==> src/rtl/secure_reset_seq_pkg.sv <==
// Shared types and default timing for the post-reset secure sequencer.
package secure_seq_pkg;

  typedef enum logic [1:0] {CAPTURE, COUNT, STROBE, DONE} seq_state_t;

  localparam int STATUS_CYC_D = 9;
  localparam int STROBE_CYC_D = 14;
  localparam int STROBE_LEN_D = 1;
  localparam int DATA_W_D     = 32;
  localparam int CNT_W_D      = 8;

endpackage

==> src/rtl/secure_reset_seq_if.sv <==
// Control/status bundle between the sequencer and its neighbours.
// master drives the requests (secure_in/clr_n/restart); slave is the sequencer.
interface secure_reset_seq_if #(
  parameter int DATA_W = 32
);
  logic              secure_in;
  logic              clr_n;
  logic              restart;
  logic [DATA_W-1:0] data;
  logic              secure_out;
  logic              status;
  logic              strobe;
  logic              done;

  modport master (
    output secure_in, clr_n, restart,
    input  data, secure_out, status, strobe, done
  );

  modport slave (
    input  secure_in, clr_n, restart,
    output data, secure_out, status, strobe, done
  );
endinterface

==> src/rtl/secure_reset_seq_data_hold.sv <==
// Data register with synchronous clear/restore. A clear parks the current word
// in hold; release restores it unless secure mode is latched. Loads arriving
// while cleared land in hold so they surface on release.
module secure_data_hold #(
  parameter int DATA_W = 32
) (
  input  logic              clk,
  input  logic              rst1,
  input  logic              clr_n,
  input  logic              load,
  input  logic [DATA_W-1:0] load_val,
  input  logic              secure,
  output logic [DATA_W-1:0] data
);

  logic [DATA_W-1:0] hold;
  logic              clr_q;   // clr_n from previous edge, for edge detect

  // clear / hold / restore / sequence load
  always_ff @(posedge clk or negedge rst1) begin
    if (!rst1) begin
      data  <= '0;
      hold  <= '0;
      clr_q <= 1'b1;
    end else begin
      clr_q <= clr_n;
      if (!clr_n) begin
        data <= '0;
        if (load)       hold <= load_val;
        else if (clr_q) hold <= data;
      end else if (load) begin
        // a fresh sequence load is newer than anything parked in hold
        data <= load_val;
      end else if (!clr_q) begin
        data <= secure ? '0 : hold;
      end
    end
  end

endmodule

==> src/rtl/secure_reset_seq.sv <==
// Post-reset sequencer: latches secure mode one edge after rst1 release, then
// drops status, pulses strobe and raises done at fixed edge counts. Data gets
// FILL_VAL at the status edge (non-secure) or the strobe edge (secure).
// Optional build macro: SECURE_LOCK_EN makes secure_out sticky across restarts.
module secure_reset_seq
  import secure_seq_pkg::*;
#(
  parameter int              DATA_W     = DATA_W_D,
  parameter logic [DATA_W-1:0] FILL_VAL = DATA_W'('hFF),
  parameter int              STATUS_CYC = STATUS_CYC_D,
  parameter int              STROBE_CYC = STROBE_CYC_D,
  parameter int              STROBE_LEN = STROBE_LEN_D,
  parameter int              CNT_W      = CNT_W_D
) (
  input  logic                clk,
  input  logic                rst1,
  secure_reset_seq_if.slave   bus
);

  localparam logic [CNT_W-1:0] STATUS_AT = CNT_W'(STATUS_CYC);
  localparam logic [CNT_W-1:0] STROBE_AT = CNT_W'(STROBE_CYC);
  localparam logic [CNT_W-1:0] END_AT    = CNT_W'(STROBE_CYC + STROBE_LEN);

  if (STROBE_CYC <= STATUS_CYC) begin : g_bad_order
    $error("secure_reset_seq: STROBE_CYC must be greater than STATUS_CYC");
  end
  if (STROBE_LEN < 1) begin : g_bad_len
    $error("secure_reset_seq: STROBE_LEN must be at least 1");
  end
  if (STATUS_CYC < 2) begin : g_bad_status
    // secure mode is only latched at edge 1, so the status edge must follow it
    $error("secure_reset_seq: STATUS_CYC must be at least 2");
  end
  if (longint'(STROBE_CYC + STROBE_LEN) >= (longint'(1) << CNT_W)) begin : g_bad_cnt
    $error("secure_reset_seq: CNT_W too narrow for STROBE_CYC+STROBE_LEN");
  end

  seq_state_t       state, state_nx;
  logic [CNT_W-1:0] cnt, cnt_nx;
  logic             sec_q, sec_nx;
  logic             status_q, status_nx;
  logic             strobe_q, strobe_nx;
  logic             done_q, done_nx;
  logic             load;

  // state and sequence registers
  always_ff @(posedge clk or negedge rst1) begin
    if (!rst1) begin
      state    <= CAPTURE;
      cnt      <= '0;
      sec_q    <= 1'b0;
      status_q <= 1'b1;
      strobe_q <= 1'b0;
      done_q   <= 1'b0;
    end else begin
      state    <= state_nx;
      cnt      <= cnt_nx;
      sec_q    <= sec_nx;
      status_q <= status_nx;
      strobe_q <= strobe_nx;
      done_q   <= done_nx;
    end
  end

  // next-state, counter and load decode; events key off the value cnt is about to take
  always_comb begin
    state_nx  = state;
    cnt_nx    = cnt;
    sec_nx    = sec_q;
    status_nx = status_q;
    strobe_nx = strobe_q;
    done_nx   = done_q;
    load      = 1'b0;
    if (state != DONE) cnt_nx = cnt + 1'b1;
    case (state)
      CAPTURE: begin
`ifdef SECURE_LOCK_EN
        sec_nx = sec_q | bus.secure_in;
`else
        sec_nx = bus.secure_in;
`endif
        state_nx = COUNT;
      end
      COUNT: begin
        if (cnt_nx == STATUS_AT) begin
          status_nx = 1'b0;
          load      = !sec_q;
        end
        if (cnt_nx == STROBE_AT) begin
          strobe_nx = 1'b1;
          state_nx  = STROBE;
          load      = sec_q;
        end
      end
      STROBE: begin
        if (cnt_nx == END_AT) begin
          strobe_nx = 1'b0;
          done_nx   = 1'b1;
          state_nx  = DONE;
        end
      end
      DONE: begin
        if (bus.restart) begin
          cnt_nx    = '0;
          status_nx = 1'b1;
          done_nx   = 1'b0;
          state_nx  = CAPTURE;
        end
      end
      default: state_nx = CAPTURE;
    endcase
  end

  secure_data_hold #(.DATA_W(DATA_W)) u_hold (
    .clk      (clk),
    .rst1     (rst1),
    .clr_n    (bus.clr_n),
    .load     (load),
    .load_val (FILL_VAL),
    .secure   (sec_q),
    .data     (bus.data)
  );

  assign bus.secure_out = sec_q;
  assign bus.status     = status_q;
  assign bus.strobe     = strobe_q;
  assign bus.done       = done_q;

endmodule

==> src/flat_wrapper.sv <==
// flat-port wrapper written by rule: the top's interface ports become plain ports
module secure_reset_seq_flat import secure_seq_pkg::*;
#(
  parameter int              DATA_W     = DATA_W_D,
  parameter logic [DATA_W-1:0] FILL_VAL = DATA_W'('hFF),
  parameter int              STATUS_CYC = STATUS_CYC_D,
  parameter int              STROBE_CYC = STROBE_CYC_D,
  parameter int              STROBE_LEN = STROBE_LEN_D,
  parameter int              CNT_W      = CNT_W_D
)
  (clk, rst1, bus_secure_in, bus_clr_n, bus_restart, bus_data, bus_secure_out, bus_status, bus_strobe, bus_done);
  secure_reset_seq_if #(.DATA_W(DATA_W)) bus_i ();
  input  logic clk;
  input  logic rst1;
  input wire logic [$bits(bus_i.secure_in)-1:0] bus_secure_in;
  input wire logic [$bits(bus_i.clr_n)-1:0] bus_clr_n;
  input wire logic [$bits(bus_i.restart)-1:0] bus_restart;
  output wire logic [$bits(bus_i.data)-1:0] bus_data;
  output wire logic [$bits(bus_i.secure_out)-1:0] bus_secure_out;
  output wire logic [$bits(bus_i.status)-1:0] bus_status;
  output wire logic [$bits(bus_i.strobe)-1:0] bus_strobe;
  output wire logic [$bits(bus_i.done)-1:0] bus_done;
  assign bus_i.secure_in = bus_secure_in;
  assign bus_i.clr_n = bus_clr_n;
  assign bus_i.restart = bus_restart;
  assign bus_data = bus_i.data;
  assign bus_secure_out = bus_i.secure_out;
  assign bus_status = bus_i.status;
  assign bus_strobe = bus_i.strobe;
  assign bus_done = bus_i.done;
  secure_reset_seq #(.DATA_W(DATA_W), .FILL_VAL(FILL_VAL), .STATUS_CYC(STATUS_CYC), .STROBE_CYC(STROBE_CYC), .STROBE_LEN(STROBE_LEN), .CNT_W(CNT_W)) u_core (.clk(clk), .rst1(rst1), .bus(bus_i));
endmodule
==> config.mk <==
export PLATFORM = sky130hd
export DESIGN_NAME = secure_reset_seq_flat
export DESIGN_NICKNAME = d
export VERILOG_FILES = /design/src/rtl/secure_reset_seq_pkg.sv /design/src/rtl/secure_reset_seq_if.sv /design/src/rtl/secure_reset_seq_data_hold.sv /design/src/rtl/secure_reset_seq.sv /design/src/flat_wrapper.sv
export SDC_FILE = /design/constraint.sdc
export NUM_CORES = 1
export LEC_CHECK = 0
export ABC_AREA = 1
export BUFFER_PORTS_ARGS = -buffer_cell sky130_fd_sc_hd__buf_2
export CAP_MARGIN = 10
export CORE_ASPECT_RATIO = 1.25
export CORE_UTILIZATION = 55
export CTS_BUF_LIST = sky130_fd_sc_hd__clkbuf_4 sky130_fd_sc_hd__clkbuf_8
export DETAILED_ROUTE_END_ITERATION = 8
export PLACE_DENSITY_LB_ADDON = 0.08
export SYNTH_ARGS = -nofsm -noshare
export SYNTH_HDL_FRONTEND = slang
export SYNTH_SLANG_ARGS = --single-unit
==> constraint.sdc <==
create_clock -name clk -period 2.1 [get_ports clk]
set_clock_uncertainty 0.1 [all_clocks]
set_input_delay 0.315 -clock clk [delete_from_list [all_inputs] [get_ports clk]]
set_output_delay 0.315 -clock clk [all_outputs]
set_load 0.01 [all_outputs]
==> out/results.tsv, run 1 <==
metric	value	unit
status	finished, violations left	
failing checks	setup timing	
largest net degree at the start of global routing	40	
Initial DRC Count	179	
Fmax	428	MHz
Ys Warns	0	
max_slew headroom	65.6	%
core area	6610	um^2
clock root buffer	clkbuf_8	
Synth top cells by count	154 x nand2_1, 77 x dfrtp_1, 51 x nand3_1	
total number of vias	3226	
crit end category	flip-flop	
cell count of the worst reg-to-reg path	13	
Net Count, Synth	457	
drt via density	5.35	
Async SR Flop Fraction	100	%
worst min-delay path class	input pin to flip-flop	
Worst Setup Path Type	flip-flop to flip-flop	
first-pass GRT wire length	14900	um
vias in the first global route	3235	
main area contributors after synthesis	dfrtp_1 51%, nand2_1 15%, nand3_1 6.8%	
PD cells	995	nW/um^2
DRT Wirelength	8970	um
worst vdd ir	0.642	mV
die area	7200	um^2
# IOs	41	
Critical Path AT	2.45	ns
I/O Buffers	40	
antenna viol nets, final	0	
CTS tree	yes	
setup slack after placement	-0.245	ns
share of cells above drive strength 1	30.0	%
total CTS buffers	9	
number of flops mapped to enable cells by yosys	0	
Final WS setup	-0.238	ns
Slew @ Worst Pin	0.516	ns
Synth Register Bits	79	
static leakage	2.53	nW
Yosys top cell area share	51.1	%
Initial Util	57.1	%
Worst Setup Start Kind	flip-flop	
hold slack	0.0898	ns
Yosys top cell by area	dfrtp_1	
Max Slew Vio Count	0	
post-route DRC violation count	0	
gp weighted congestion	0.805	
Overflow after GRT	0	
Hold Path Depth	2	
nets	523	
gr usage total	26.2	%
top-count cell post-synth	nand2_1	
TritonRoute pass-1 iters	4	
Post-Syn Area	3770	um^2
DP HPWL	5460	um
maximum clock insertion buffer count	2	
Clock Sinks	79	
max cap viols	0	
Cell Rows	33	
Final setup viols	67	
Die X	76.1	um
Top FF cell, synth	dfrtp_1	
cell count after synthesis	446	
Worst Path Required	2.22	ns
RSZ-0062 raised after global routing	yes	
H-tree depth	3	
latest clock arrival within the worst-skew pair	0.34	ns
DIE HEIGHT	94.6	um
Avg WL per Cell	14.9	um
Tcrit/Tclk final	111	%
fin crit period	2.34	ns
area delta synth->final	27.9	%
Filler Cells Inserted	498	
antenna fix cells	0	
sequential area share after synthesis	52.5	%
Clk pin slew, worst setup/hold paths	0.08	ns
Hold Vio Cnt, Final	0	
Synth Area per Inst	8.46	um^2
worst-path maximum fanout	8	
synth unique cells	35	
antenna violations before repair	0	
==> registers in the layout (all words and copies together), names as in the netlist <==
name and count:
u_core.u_hold.clr_q 1, u_core.cnt 8, u_core.state 2, u_core.bus.strobe 1
u_core.u_hold.hold 32, u_core.bus.status 1, u_core.bus.done 1, u_core.u_hold.data 32
u_core.bus.secure_out 1
==> final timing paths <==
kind / slack, ns / end / from
max in group asynchronous: 0.90 / u_core.u_hold.clr_q$_DFF_PN1_ / rst1
worst max register to register: -0.24 / u_core.u_hold.hold[22]$_DFFE_PN0P_ / u_core.cnt[1]$_DFF_PN0_
worst min register to register: 0.38 / u_core.u_hold.hold[1]$_DFFE_PN0P_ / u_core.u_hold.hold[1]$_DFFE_PN0P_
worst min-delay path: 0.09 / u_core.cnt[1]$_DFF_PN0_ / bus_restart
min in group asynchronous: 0.40 / u_core.cnt[3]$_DFF_PN0_ / rst1
worst max-delay path: -0.24 / u_core.u_hold.hold[22]$_DFFE_PN0P_ / u_core.cnt[1]$_DFF_PN0_
==> power breakdown <==
part	switching, W	leakage (nW)	total (W)	internal (W)
registers	0.000114	1.08	0.00178	0.00167
logic	0.00102	1.34	0.00180	0.000776
clock network	0.000519	0.113	0.00122	0.000706
==> layout make-up <==
type / instances / area (um^2) / share of cell area [%]
well taps: 87 / 109 / 2.26
repair buffers: 82 / 662 / 13.7
flip-flops and latches: 79 / 1980 / 41.0
clock inverters: 4 / 70.1 / 1.45
clock buffers: 11 / 145 / 3.01
inverters: 29 / 116 / 2.41
multi-input cells: 311 / 1740 / 36.1
==> cells by family after synthesis <==
| group | Yosys count | share of synthesized area, % |
|---|---|---|
| simple gates | 263 | 31.5 |
| flops | 79 | 52.5 |
| fa+ha+maj | 6 | 1.99 |
| compound gates | 42 | 6.07 |
| buf+inv | 56 | 7.99 |
==> critical path, stage by stage (launching register included) <==
cell and delay (ns):
dfrtp_1 0.38, ha_1 0.28, or2_1 0.22, o21ai_2 0.10, nand2_2 0.10, nor3_4 0.18, nand4_1 0.16, nand2_4 0.12
nand2_8 0.09, nand2_8 0.09, nand2_8 0.08, clkbuf_16 0.19, nand2_1 0.06, nand2_1 0.06
==> metrics by stage <==
stage | instance area [um^2] | utilization [%] | cells | total power [W] | setup TNS [ns]
after floorplan | 3850 | - | 446 | 0.00267 | -4.15
after global placement | 4300 | 65.1 | 579 | 0.00321 | -13.31
after detailed placement | 4300 | 65.1 | 579 | 0.00324 | -14.27
after CTS | 4630 | 70.0 | 598 | 0.00459 | -10.43
after global routing | 4830 | 73.0 | 603 | 0.00509 | -19.03
final | 4830 | 73.0 | 603 | 0.00480 | -10.67
==> what timing repair did <==
action | CTS | global route
gates resized for setup | 16 | 33
gates cloned | 1 | 2
pin swaps | 7 | 15
buffers inserted | 2 | 3
endpoints found under the hold margin | 36 | 0
setup endpoints to repair | 67 | 69
hold buffers | 1 | 0
==> metal layers <==
metal | global-route usage, % | share of wire (%) | routed length [um]
met1 | 33.2 | 44 | 3950
met2 | 45.6 | 51 | 4580
met3 | 3.86 | 4.4 | 392
met4 | 10.7 | 0.45 | 40
met5 | 0 | 0 | 0
==> cells in the final DEF (no fill, tap or decap), types with 10 or more instances in the layout <==
master	n
nand3_2	17
buf_4	30
inv_1	24
nor2_1	12
nand3_1	34
dfrtp_1	77
nand4_1	25
clkbuf_8	10
buf_2	39
nand2_2	11
o21ai_1	21
nand2_1	144
Note: power is estimated with default switching activity, not from simulation.
==> run 2, diff against run 1 <==
--- a/config.mk
+++ b/config.mk
@@ -6,12 +6,13 @@
 export NUM_CORES = 1
 export LEC_CHECK = 0
 export ABC_AREA = 1
-export BUFFER_PORTS_ARGS = -buffer_cell sky130_fd_sc_hd__buf_2
 export CAP_MARGIN = 10
 export CORE_ASPECT_RATIO = 1.25
-export CORE_UTILIZATION = 55
+export CORE_UTILIZATION = 59
 export CTS_BUF_LIST = sky130_fd_sc_hd__clkbuf_4 sky130_fd_sc_hd__clkbuf_8
 export DETAILED_ROUTE_END_ITERATION = 8
+export DONT_BUFFER_PORTS = 1
+export HOLD_SLACK_MARGIN = 0.03
 export PLACE_DENSITY_LB_ADDON = 0.08
 export SYNTH_ARGS = -nofsm -noshare
 export SYNTH_HDL_FRONTEND = slang
==> out/results.tsv, run 2 (synthesized netlist as in run 1, its figures left out) <==
metric	value	unit	change
Worst Setup Start Kind	flip-flop		unchanged
largest net degree at the start of global routing	80		was 40
DIE HEIGHT	91.4	um	was 94.6 um
Overflow after GRT	0		unchanged
CTS tree	yes		unchanged
I/O Buffers	0		was 40
worst vdd ir	0.642	mV	about the same
gr usage total	31.6	%	was 26.2%
Fmax	410	MHz	was 428 MHz
biggest regs	u_core.u_hold.data x32, u_core.u_hold.hold x32, u_core.cnt x8		unchanged
post-route cell area	5120	um^2	was 4830 um^2
Crit-path slowest cell	dfrtp_1		unchanged
worst min-delay path class	input pin to async pin		was input pin to flip-flop
Worst Path Required	2.24	ns	was 2.22 ns
TritonRoute pass-1 iters	6		was 4
final non-filler cell total	588		was 603
Filler Cells Inserted	374		was 498
maximum clock insertion buffer count	2		unchanged
Worst Setup Path Type	flip-flop to flip-flop		unchanged
RSZ-0062 raised after global routing	yes		unchanged
nets	510		was 523
Cell Rows	32		was 33
Hold Vio Cnt, Final	87		was 0
Initial Util	61.2	%	was 57.1%
total number of vias	3433		was 3,226
Final WS setup	-0.339	ns	was -0.238 ns
total CTS buffers	9		unchanged
CTS Hold Bufs	2		was 1
antenna viol nets, final	0		unchanged
die area	6720	um^2	was 7200 um^2
vias in the first global route	3326		was 3,235
worst-path maximum fanout	6		was 8
DP HPWL	5180	um	was 5460 um
Placed Instances	542		was 579
failing checks	hold timing, setup timing		was setup timing
H-tree depth	3		unchanged
crit-path max cell delay	0.43	ns	was 0.38 ns
drt via density	5.84		was 5.35
Final setup viols	69		was 67
first-pass GRT wire length	16000	um	was 14,900 um
core area	6170	um^2	was 6610 um^2
max cap viols	0		unchanged
Die X	73.5	um	was 76.1 um
static leakage	2.52	nW	was 2.53 nW
crit end category	flip-flop		unchanged
Critical Path AT	2.57	ns	was 2.45 ns
Initial DRC Count	268		was 179
critical path cell sequence	ha_4 -> inv_8 -> nand3_4 -> nor2_4 -> nand2_1 -> nand2_1 -> nand2_1 -> nor2_2 -> buf_4 -> nand4_1 -> nand2_1 -> nand2_2 -> nand2_4 -> nand2_8 -> buf_6 -> nand2_2 -> nand2_2		was ha_1 -> or2_1 -> o21ai_2 -> nand2_2 -> nor3_4 -> nand4_1 -> nand2_4 -> nand2_8 -> nand2_8 -> nand2_8 -> clkbuf_16 -> nand2_1 -> nand2_1
Max Slew Vio Count	0		unchanged
DRT Wirelength	10300	um	was 8970 um
hold slack	-0.452	ns	was 0.0898 ns
antenna fix cells	0		unchanged
Clock Sinks	79		unchanged
PD cells	957	nW/um^2	was 995 nW/um^2
clock root buffer	clkbuf_8		unchanged
post-route DRC violation count	0		unchanged
Slew @ Worst Pin	0.502	ns	was 0.516 ns
latest clock arrival within the worst-skew pair	0.35	ns	was 0.34 ns
antenna violations before repair	0		unchanged
Avg WL per Cell	17.6	um	was 14.9 um
Tcrit/Tclk final	116	%	was 111%
gp weighted congestion	0.789		was 0.805
max_slew headroom	66.5	%	was 65.6%
commonest non-fill, non-tap cell in the layout	nand2_1		unchanged
Worst path most repeated cell	nand2_1		was nand2_8
area delta synth->final	35.6	%	was 27.9%
Clk pin slew, worst setup/hold paths	0.08	ns	about the same
status	finished, violations left		unchanged
fin crit period	2.44	ns	was 2.34 ns
share of cells above drive strength 1	41.0	%	was 30.0%
commonest cells after routing, fill and taps aside	111 x nand2_1, 77 x dfrtp_1, 42 x nand2_2, 38 x buf_4, 34 x nand3_2		was 144 x nand2_1, 77 x dfrtp_1, 39 x buf_2, 34 x nand3_1, 30 x buf_4
placed instance area	4080	um^2	was 4300 um^2
# IOs	41		unchanged
## run 2: cell types whose count changed in the layout (fill, tap and decap cells not counted), sizes merged
| cell | change |
|---|---|
| buf | -12 |
| bufinv | -1 |
| clkbuf | -1 |
| clkinv | -1 |
| clkinvlp | +1 |
| dlygate4sd3 | +1 |
## run 2: worst paths after layout
check | depth (start not counted) | startpoint | slack (ns) | to
setup / recovery | 17 | u_core.state[0]$_DFFE_PN0P_ | -0.34 | u_core.u_hold.hold[9]$_DFFE_PN0P_
hold / removal | 0 | rst1 | -0.45 | u_core.cnt[3]$_DFF_PN0_
setup reg to reg | 17 | u_core.state[0]$_DFFE_PN0P_ | -0.34 | u_core.u_hold.hold[9]$_DFFE_PN0P_
hold reg to reg | 2 | u_core.u_hold.hold[30]$_DFFE_PN0P_ | 0.39 | u_core.u_hold.hold[30]$_DFFE_PN0P_
max in group asynchronous | 0 | rst1 | 2.18 | u_core.u_hold.clr_q$_DFF_PN1_
min in group clk | 0 | bus_clr_n | -0.15 | u_core.u_hold.clr_q$_DFF_PN1_
## run 2: power by group
part	internal, W	total [W]	switching (W)	leakage (nW)
logic	0.000886	0.00190	0.00102	1.34
registers	0.00167	0.00181	0.000145	1.08
clock network	0.000620	0.00118	0.000559	0.102
total	0.00317	0.00490	0.00172	2.52
## run 2: area by class of cell
class	count	area, um^2	area share, %
Sequential cell	79	1980	38.7
Multi-Input combinational cell	311	1950	38.2
Timing Repair Buffer	69	758	14.8
Clock buffer	12	159	3.11
Inverter	29	116	2.27
Tap cell	85	106	2.08
Clock inverter	3	42.5	0.831
## run 2: per-stage QoR
step	total power (W)	setup slack, ns	TNS (ns)	utilization [%]
after CTS	0.00462	-0.238	-13.90	79.1
after floorplan	0.00267	-0.107	-4.15	-
after global placement	0.00313	-0.240	-12.68	66.2
after detailed placement	0.00315	-0.313	-16.70	66.2
after global routing	0.00514	-0.468	-28.27	83.0
final	0.00490	-0.339	-19.40	83.0
## run 2: worst max-delay path, delay by kind of cell (launching register included)
family                     cells  cell delay [ns]
adders and majority gates      1             0.21
buffers and inverters          3             0.38
DFF                            1             0.43
and+or+nand+nor               13             1.20
## run 2: what timing repair did
item | in CTS | in global routing
setup endpoints to repair | 68 | 70
gates resized for setup | 84 | 64
endpoints found under the hold margin | 91 | 88
pin swaps | 9 | 20
setup buffers | 19 | 4
gates cloned | 6 | 0
## run 2: layer usage
metal / share of wire [%] / track usage, % / vias to the layer above
li1: - / - / 1558
met1: 40 / 38.0 / 1715
met2: 52 / 53.0 / 131
met3: 5.3 / 7.10 / 29
met4: 3.0 / 14.3 / 0
met5: 0 / 0 / -
